<file path="config.mk">
export PLATFORM = sky130hd
export DESIGN_NAME = spi_rx_module_flat
export DESIGN_NICKNAME = d
export VERILOG_FILES = /design/src/rtl/spi_pkg.sv /design/src/rtl/spi_rx_module_if.sv /design/src/rtl/spi_rx_sync.sv /design/src/rtl/spi_rx_module.sv /design/src/flat_wrapper.sv
export SDC_FILE = /design/constraint.sdc
export NUM_CORES = 1
export LEC_CHECK = 0
export BUFFER_PORTS_ARGS = -buffer_cell sky130_fd_sc_hd__buf_2
export CORE_AREA = 2 2 148 92
export DETAILED_ROUTE_END_ITERATION = 6
export DIE_AREA = 0 0 150 94
export MAX_ROUTING_LAYER = met4
export PLACE_DENSITY_LB_ADDON = 0.1
export SETUP_SLACK_MARGIN = 0.15
export SLEW_MARGIN = 20
export SYNTH_ARGS = -nofsm -noshare
export SYNTH_HDL_FRONTEND = slang
export SYNTH_SLANG_ARGS = --single-unit
export TNS_END_PERCENT = 20
</file>
<file path="constraint.sdc">
create_clock -name iclk -period 4.2 [get_ports iclk]
set_input_delay 0.42 -clock iclk [delete_from_list [all_inputs] [get_ports iclk]]
set_output_delay 0.42 -clock iclk [all_outputs]
set_load 0.02 [all_outputs]
</file>
<file path="src/rtl/spi_pkg.sv">
// Frame layout and receiver state encoding for the 8-lane SPI link.
// The frame constants are shared by the transmitter and the receiver.
package spi_pkg;

  localparam int SPI_FRAME_W  = 10;
  localparam int SPI_BIT_LAST = 9;
  localparam int SPI_BIT_MARK = 8;
  localparam int SPI_LANES    = 8;

  typedef enum logic [1:0] {
    ST_WAIT_IDLE = 2'd0,
    ST_IDLE      = 2'd1,
    ST_SHIFT     = 2'd2
  } spi_rx_state_e;

endpackage

</file>
<file path="src/rtl/spi_rx_module_if.sv">
// Bundle of the SPI pins and the fabric-side word strobe of the receiver.
// The slave modport is the receiver's view; the master modport drives the pins.
interface spi_rx_module_if
  import spi_pkg::*;
#(
  parameter int pW_CNT = 16
) ();

  logic                 ispi_clk;
  logic                 ispi_enb;
  logic [SPI_LANES-1:0] ispi_di;

  logic                 ovalid;
  logic                 osop;
  logic                 olast;
  logic [7:0]           odata_1, odata_2, odata_3, odata_4;
  logic [7:0]           odata_5, odata_6, odata_7, odata_8;
  logic                 oerr_marker;
  logic                 oerr_frame;
  logic [pW_CNT-1:0]    ocnt_words;

  modport master (
    output ispi_clk, ispi_enb, ispi_di,
    input  ovalid, osop, olast,
    input  odata_1, odata_2, odata_3, odata_4,
    input  odata_5, odata_6, odata_7, odata_8,
    input  oerr_marker, oerr_frame, ocnt_words
  );

  modport slave (
    input  ispi_clk, ispi_enb, ispi_di,
    output ovalid, osop, olast,
    output odata_1, odata_2, odata_3, odata_4,
    output odata_5, odata_6, odata_7, odata_8,
    output oerr_marker, oerr_frame, ocnt_words
  );

endinterface

</file>
<file path="src/rtl/spi_rx_sync.sv">
// Synchronises SPI clock, enable and lane data into iclk and emits a
// registered rising-edge strobe aligned with the delayed enable and data.
module spi_rx_sync
  import spi_pkg::*;
#(
  parameter int pSYNC_STAGES = 2,
  parameter int pLANES       = SPI_LANES
) (
  input  logic              iclk,
  input  logic              irst,
  input  logic              ispi_clk,
  input  logic              ispi_enb,
  input  logic [pLANES-1:0] ispi_di,
  output logic              orise,
  output logic              osync_enb,
  output logic [pLANES-1:0] osync_di
);

  logic [pSYNC_STAGES-1:0] clk_sr;
  logic [pSYNC_STAGES-1:0] enb_sr;
  logic [pLANES-1:0]       di_sr [pSYNC_STAGES];
  logic                    clk_d;

  wire sync_clk = clk_sr[pSYNC_STAGES-1];
  wire sync_enb = enb_sr[pSYNC_STAGES-1];

  // Enable resets to "active" so a frame already running at reset release
  // is seen as busy until the line genuinely returns high.
  // NOTE: sequential state uses <= so every flop samples pre-edge values.
  always_ff @(posedge iclk) begin
    if (irst) begin
      clk_sr    <= '0;
      enb_sr    <= '0;
      clk_d     <= 1'b0;
      orise     <= 1'b0;
      osync_enb <= 1'b0;
      osync_di  <= '0;
      for (int i = 0; i < pSYNC_STAGES; i++) di_sr[i] <= '0;
    end else begin
      clk_sr    <= {clk_sr[pSYNC_STAGES-2:0], ispi_clk};
      enb_sr    <= {enb_sr[pSYNC_STAGES-2:0], ispi_enb};
      di_sr[0]  <= ispi_di;
      for (int i = 1; i < pSYNC_STAGES; i++) di_sr[i] <= di_sr[i-1];
      clk_d     <= sync_clk;
      orise     <= sync_clk & ~clk_d & ~sync_enb;
      osync_enb <= sync_enb;
      osync_di  <= di_sr[pSYNC_STAGES-1];
    end
  end

endmodule

</file>
<file path="src/rtl/spi_rx_module.sv">
// 8-lane SPI receiver: oversampled deserialiser with per-word frame checks,
// sop/last tagging and a wrapping good-word counter.
module spi_rx_module
  import spi_pkg::*;
#(
  parameter int pW_DATA_SPI  = SPI_FRAME_W,
  parameter int pSYNC_STAGES = 2,
  parameter int pW_CNT       = 16
) (
  input logic             iclk,
  input logic             irst,
  spi_rx_module_if.slave  bus
);

  localparam int              W_BIT    = $clog2(pW_DATA_SPI);
  localparam logic [W_BIT-1:0] LAST_BIT = W_BIT'(pW_DATA_SPI - 1);

  logic                 rise, sync_enb;
  logic [SPI_LANES-1:0] sync_di;

  spi_rx_sync #(.pSYNC_STAGES(pSYNC_STAGES), .pLANES(SPI_LANES)) u_sync (
    .iclk     (iclk),
    .irst     (irst),
    .ispi_clk (bus.ispi_clk),
    .ispi_enb (bus.ispi_enb),
    .ispi_di  (bus.ispi_di),
    .orise    (rise),
    .osync_enb(sync_enb),
    .osync_di (sync_di)
  );

  spi_rx_state_e     state, state_nxt;
  logic              shift_en, word_end, start, frame_err;
  logic [W_BIT-1:0]  cnt_bit;

  always_ff @(posedge iclk) begin
    if (irst) state <= ST_WAIT_IDLE;
    else      state <= state_nxt;
  end

  // NOTE: every always_comb output gets a default first, so no latch forms.
  always_comb begin
    state_nxt = state;
    shift_en  = 1'b0;
    word_end  = 1'b0;
    start     = 1'b0;
    frame_err = 1'b0;
    case (state)
      ST_WAIT_IDLE: if (sync_enb) state_nxt = ST_IDLE;
      ST_IDLE: begin
        if (!sync_enb) begin
          state_nxt = ST_SHIFT;
          start     = 1'b1;
        end
      end
      ST_SHIFT: begin
        if (rise) begin
          shift_en = 1'b1;
          word_end = (cnt_bit == LAST_BIT);
        end
        if (sync_enb) begin
          state_nxt = ST_IDLE;
          frame_err = (cnt_bit != '0) && !word_end;
        end
      end
      default: state_nxt = ST_WAIT_IDLE;
    endcase
  end

  // NOTE: shift registers carry no reset; they are only read after a full word.
  logic [pW_DATA_SPI-1:0] sr [SPI_LANES];

  always_ff @(posedge iclk) begin
    if (shift_en)
      for (int k = 0; k < SPI_LANES; k++)
        sr[k] <= {sr[k][pW_DATA_SPI-2:0], sync_di[k]};
  end

  logic word_ok;

  always_comb begin
    word_ok = 1'b1;
    for (int k = 0; k < SPI_LANES; k++)
      if (sr[k][SPI_BIT_MARK] || (sr[k][SPI_BIT_LAST] != sr[0][SPI_BIT_LAST]))
        word_ok = 1'b0;
  end

  logic              word_rdy, sop_pend;
  logic              valid_q, sop_q, last_q, err_mark_q, err_frame_q;
  logic [7:0]        odata_q [SPI_LANES];
  logic [pW_CNT-1:0] cnt_q;

  always_ff @(posedge iclk) begin
    if (irst) begin
      cnt_bit     <= '0;
      word_rdy    <= 1'b0;
      sop_pend    <= 1'b0;
      valid_q     <= 1'b0;
      sop_q       <= 1'b0;
      last_q      <= 1'b0;
      err_mark_q  <= 1'b0;
      err_frame_q <= 1'b0;
      cnt_q       <= '0;
      for (int k = 0; k < SPI_LANES; k++) odata_q[k] <= '0;
    end else begin
      word_rdy    <= word_end;
      err_frame_q <= frame_err;
      valid_q     <= 1'b0;
      err_mark_q  <= 1'b0;

      if (start)         cnt_bit <= '0;
      else if (shift_en) cnt_bit <= word_end ? '0 : cnt_bit + W_BIT'(1);

      if (word_rdy) begin
        if (word_ok) begin
          valid_q <= 1'b1;
          sop_q   <= sop_pend;
          last_q  <= sr[0][SPI_BIT_LAST];
          cnt_q   <= cnt_q + pW_CNT'(1);
          for (int k = 0; k < SPI_LANES; k++) odata_q[k] <= sr[k][7:0];
        end else begin
          err_mark_q <= 1'b1;
        end
      end

      // A new enable window re-arms sop even if the old word is still being judged.
      if (start)                    sop_pend <= 1'b1;
      else if (word_rdy && word_ok) sop_pend <= 1'b0;
    end
  end

  assign bus.ovalid      = valid_q;
  assign bus.osop        = sop_q;
  assign bus.olast       = last_q;
  assign bus.odata_1     = odata_q[0];
  assign bus.odata_2     = odata_q[1];
  assign bus.odata_3     = odata_q[2];
  assign bus.odata_4     = odata_q[3];
  assign bus.odata_5     = odata_q[4];
  assign bus.odata_6     = odata_q[5];
  assign bus.odata_7     = odata_q[6];
  assign bus.odata_8     = odata_q[7];
  assign bus.oerr_marker = err_mark_q;
  assign bus.oerr_frame  = err_frame_q;
  assign bus.ocnt_words  = cnt_q;

endmodule

</file>
<file path="src/flat_wrapper.sv">
// flat-port wrapper written by rule: the top's interface ports become plain ports
module spi_rx_module_flat import spi_pkg::*;
#(
  parameter int pW_DATA_SPI  = SPI_FRAME_W,
  parameter int pSYNC_STAGES = 2,
  parameter int pW_CNT       = 16
)
  (iclk, irst, bus_ispi_clk, bus_ispi_enb, bus_ispi_di, bus_ovalid, bus_osop, bus_olast, bus_odata_1, bus_odata_2, bus_odata_3, bus_odata_4, bus_odata_5, bus_odata_6, bus_odata_7, bus_odata_8, bus_oerr_marker, bus_oerr_frame, bus_ocnt_words);
  spi_rx_module_if #(.pW_CNT(pW_CNT)) bus_i ();
  input logic iclk;
  input logic irst;
  input wire logic [$bits(bus_i.ispi_clk)-1:0] bus_ispi_clk;
  input wire logic [$bits(bus_i.ispi_enb)-1:0] bus_ispi_enb;
  input wire logic [$bits(bus_i.ispi_di)-1:0] bus_ispi_di;
  output wire logic [$bits(bus_i.ovalid)-1:0] bus_ovalid;
  output wire logic [$bits(bus_i.osop)-1:0] bus_osop;
  output wire logic [$bits(bus_i.olast)-1:0] bus_olast;
  output wire logic [$bits(bus_i.odata_1)-1:0] bus_odata_1;
  output wire logic [$bits(bus_i.odata_2)-1:0] bus_odata_2;
  output wire logic [$bits(bus_i.odata_3)-1:0] bus_odata_3;
  output wire logic [$bits(bus_i.odata_4)-1:0] bus_odata_4;
  output wire logic [$bits(bus_i.odata_5)-1:0] bus_odata_5;
  output wire logic [$bits(bus_i.odata_6)-1:0] bus_odata_6;
  output wire logic [$bits(bus_i.odata_7)-1:0] bus_odata_7;
  output wire logic [$bits(bus_i.odata_8)-1:0] bus_odata_8;
  output wire logic [$bits(bus_i.oerr_marker)-1:0] bus_oerr_marker;
  output wire logic [$bits(bus_i.oerr_frame)-1:0] bus_oerr_frame;
  output wire logic [$bits(bus_i.ocnt_words)-1:0] bus_ocnt_words;
  assign bus_i.ispi_clk = bus_ispi_clk;
  assign bus_i.ispi_enb = bus_ispi_enb;
  assign bus_i.ispi_di = bus_ispi_di;
  assign bus_ovalid = bus_i.ovalid;
  assign bus_osop = bus_i.osop;
  assign bus_olast = bus_i.olast;
  assign bus_odata_1 = bus_i.odata_1;
  assign bus_odata_2 = bus_i.odata_2;
  assign bus_odata_3 = bus_i.odata_3;
  assign bus_odata_4 = bus_i.odata_4;
  assign bus_odata_5 = bus_i.odata_5;
  assign bus_odata_6 = bus_i.odata_6;
  assign bus_odata_7 = bus_i.odata_7;
  assign bus_odata_8 = bus_i.odata_8;
  assign bus_oerr_marker = bus_i.oerr_marker;
  assign bus_oerr_frame = bus_i.oerr_frame;
  assign bus_ocnt_words = bus_i.ocnt_words;
  spi_rx_module #(.pW_DATA_SPI(pW_DATA_SPI), .pSYNC_STAGES(pSYNC_STAGES), .pW_CNT(pW_CNT)) u_core (.iclk(iclk), .irst(irst), .bus(bus_i));
endmodule
</file>
==> impl_metrics.json <==
{
  "intPower_mw": 3.24,
  "fp.dieW_um": 150,
  "cts_tree": "yes",
  "start_util": 0.547,
  "grt_setup_unrepaired": "no",
  "cp-start-kind": "flop",
  "netlist_instances": 435,
  "power_frac_seq": 0.545,
  "path_max_fanout": 64,
  "synth_seq_cells": 204,
  "cellLeakagePower_nw": 3.08,
  "tightest_slew_ps": 1040,
  "crit_path_end_kind": "flop",
  "outcome": "finished clean",
  "path_clk_slew_ps": 70,
  "clock_latency_ps": 480,
  "multiInputGateArea_um2": 1300,
  "dp_hpwl_um": 6410,
  "clock_path_buffers": 3,
  "crit_start": "u_core.sr[0][8]$_DFFE_PP_",
  "slew_headroom": 0.309,
  "route.met3.wl_um": 730,
  "skew_ps": 14.1,
  "setup_viol": 0,
  "pwr-share-comb": 0.024,
  "diodes": 0,
  "die_h_um": 94,
  "cts_sinks": 204,
  "cts_setup_buffers": 0,
  "syn_to_final_growth_pct": 18.8,
  "synth.distinct_cells": 35,
  "place.gp.congestion": 0.802,
  "highest_layer": "met4",
  "ant_nets": 0,
  "mostFrequentLayoutCells": "144 x edfxtp_1, 96 x buf_2, 60 x dfxtp_1",
  "drc": 0,
  "grt_pass1_wl_um": 17100,
  "p_switching_mw": 0.765,
  "max_cap_viol_count": 0,
  "cts_resized": 0,
  "grt_pass1_vias": 3382,
  "post-route-period-util": 0.640,
  "utilization": 0.649,
  "min_period_ps": 2690,
  "firstDrtPassIters": 4,
  "wl_met2_um": 4880,
  "io_buffers": 96,
  "yosysWarnings": 0,
  "synth.avg_cell_area_um2": 15.9,
  "p_sw_frac": 0.191,
  "num_vias": 3600,
  "clkPwrFrac": 0.431,
  "vias_per_cell": 4.99,
  "cts_made_buffers": 19,
  "regArea_um2": 5530,
  "critPathArrivalTime_ps": 2780,
  "synth_nets": 451,
  "final_common_cell": "edfxtp_1",
  "hp-start": "bus_ispi_di[3]",
  "holdBufCountCts": 0,
  "vdd_drop_max_mv": 0.360,
  "drive_above_1_share": 0.241,
  "hold_path.class": "in -> reg",
  "yosysSeqAreaShare": 0.799,
  "finalHoldViolCount": 0,
  "synth_area_um2": 6920,
  "core-area_um2": 12700,
  "grt_use_total": 0.162,
  "wl_per_cell_um": 15.2,
  "worstSetupPathType": "reg -> reg",
  "fmaxAchievable_mhz": 372,
  "p_total_mw": 4.01,
  "cts_root_buf": "clkbuf_16",
  "antenna_found_initial": 0,
  "power_per_cell_area_nw_per_um2": 488,
  "first_iter_violations": 222,
  "r2r-start": "u_core.sr[0][8]$_DFFE_PP_",
  "finalWirelength_um": 10900,
  "cts-htree-levels": 1,
  "fill_cells": 943,
  "die_area_um2": 14100,
  "critPathRequiredTime_ps": 4290,
  "fp-row-count": 32,
  "io_pins": 97,
  "finalSetupTns_ps": 0,
  "wl_met1_um": 5140,
  "grt_max_degree": 72,
  "nets": 555,
  "overflow": 0,
  "finalMaxSlewViolations": 0
}
==> cells in the mapped netlist, drive strengths merged <==
| cell | number | share of area |
|---|---|---|
| a21oi | 15 | 0.011 |
| a22oi | 1 | 0.0011 |
| and2 | 49 | 0.044 |
| and3 | 1 | 0.00091 |
| and4b | 1 | 0.0014 |
| buf | 5 | 0.0036 |
| clkbuf | 11 | 0.0060 |
| dfxtp | 60 | 0.17 |
| edfxtp | 144 | 0.63 |
| ha | 4 | 0.0072 |
| inv | 8 | 0.0043 |
| mux2 | 1 | 0.0016 |
| mux2i | 3 | 0.0043 |
| nand2 | 5 | 0.0027 |
| nand2b | 4 | 0.0036 |
| nand3 | 4 | 0.0029 |
| nand4 | 6 | 0.0054 |
| nor2 | 16 | 0.0094 |
| nor2b | 51 | 0.046 |
| nor3 | 4 | 0.0029 |
| nor3b | 2 | 0.0022 |
| nor4 | 1 | 0.00091 |
| nor4b | 1 | 0.0013 |
| o2111ai | 1 | 0.0022 |
| o211a | 1 | 0.0014 |
| o211ai | 1 | 0.0011 |
| o21ai | 10 | 0.0072 |
| o31ai | 3 | 0.0033 |
| or2 | 2 | 0.0018 |
| or3 | 9 | 0.0081 |
| or4 | 7 | 0.0076 |
| xnor2 | 2 | 0.0025 |
| xor2 | 2 | 0.0025 |
==> final timing paths <==
| kind | endpoint | slack, ps | depth (start not counted) |
|---|---|---|---|
| max | u_core.odata_q[0][49]$_SDFFCE_PP0P_ | 1510 | 4 |
| min | u_core.u_sync.di_sr[0][3]$_SDFF_PP0_ | 160 | 2 |
| max reg2reg | u_core.odata_q[0][49]$_SDFFCE_PP0P_ | 1510 | 4 |
| min reg2reg | u_core.u_sync.orise$_SDFF_PP0_ | 390 | 1 |
==> area by class of cell <==
type | instances | share of cell area
repair buffers | 99 | 0.0612
inverters | 8 | 0.00381
clock buffers | 28 | 0.0672
well taps | 170 | 0.0259
clock inverters | 5 | 0.0105
multi-input cells | 207 | 0.159
flip-flops and latches | 204 | 0.673
==> logic make-up after synthesis <==
family | count (synthesis) | synth area share
mux | 4 | 0.00597
buf+inv | 24 | 0.0139
flops | 204 | 0.799
compound gates | 32 | 0.0271
simple gates | 163 | 0.142
fa+ha+maj | 4 | 0.00724
xor+xnor | 4 | 0.00507
==> state kept, by name, indices dropped and copies added (netlist names), 2 cells and up <==
register / count
u_core.sr: 80
u_core.cnt_bit: 4
u_core.odata_q: 64
u_core.u_sync.osync_di: 8
u_core.u_sync.di_sr: 16
u_core.u_sync.clk_sr: 2
u_core.state: 2
u_core.u_sync.enb_sr: 2
u_core.bus.ocnt_words: 16
==> per-layer routing <==
layer / up-vias / GRT usage
li1: 1756 / -
met1: 1730 / 0.222
met3: 19 / 0.0471
met4: 0 / 0.0385
met5: - / -
met2: 95 / 0.242
==> power by group through the flow <==
stage | Clock [mW] | Sequential [mW] | Combinational (mW)
floorplan | 0 | 2.26 | 0.0295
global placement | 0 | 2.23 | 0.0963
detailed placement | 0 | 2.23 | 0.0970
CTS | 1.77 | 2.18 | 0.0974
global route | 1.85 | 2.18 | 0.104
finish | 1.73 | 2.18 | 0.0948
==> worst max-delay path, stage by stage, from the launching register on <==
cell and delay (ps):
edfxtp_1 390, or4_1 570, nor2_2 210, o211a_1 330
or2_4 760
==> metrics by stage <==
| step | setup WS, ps | cell area [um^2] | hold slack, ps | instances |
|---|---|---|---|---|
| finish | 1510 | 8210 | 156 | 721 |
| global route | 1350 | 8210 | 156 | 721 |
| CTS | 1490 | 8210 | 138 | 721 |
| detailed placement | 1510 | 7580 | 382 | 688 |
| global placement | 1580 | 7580 | 380 | 688 |
| floorplan | 935 | 6920 | 373 | 435 |
Power figures use the tool's default switching activity.
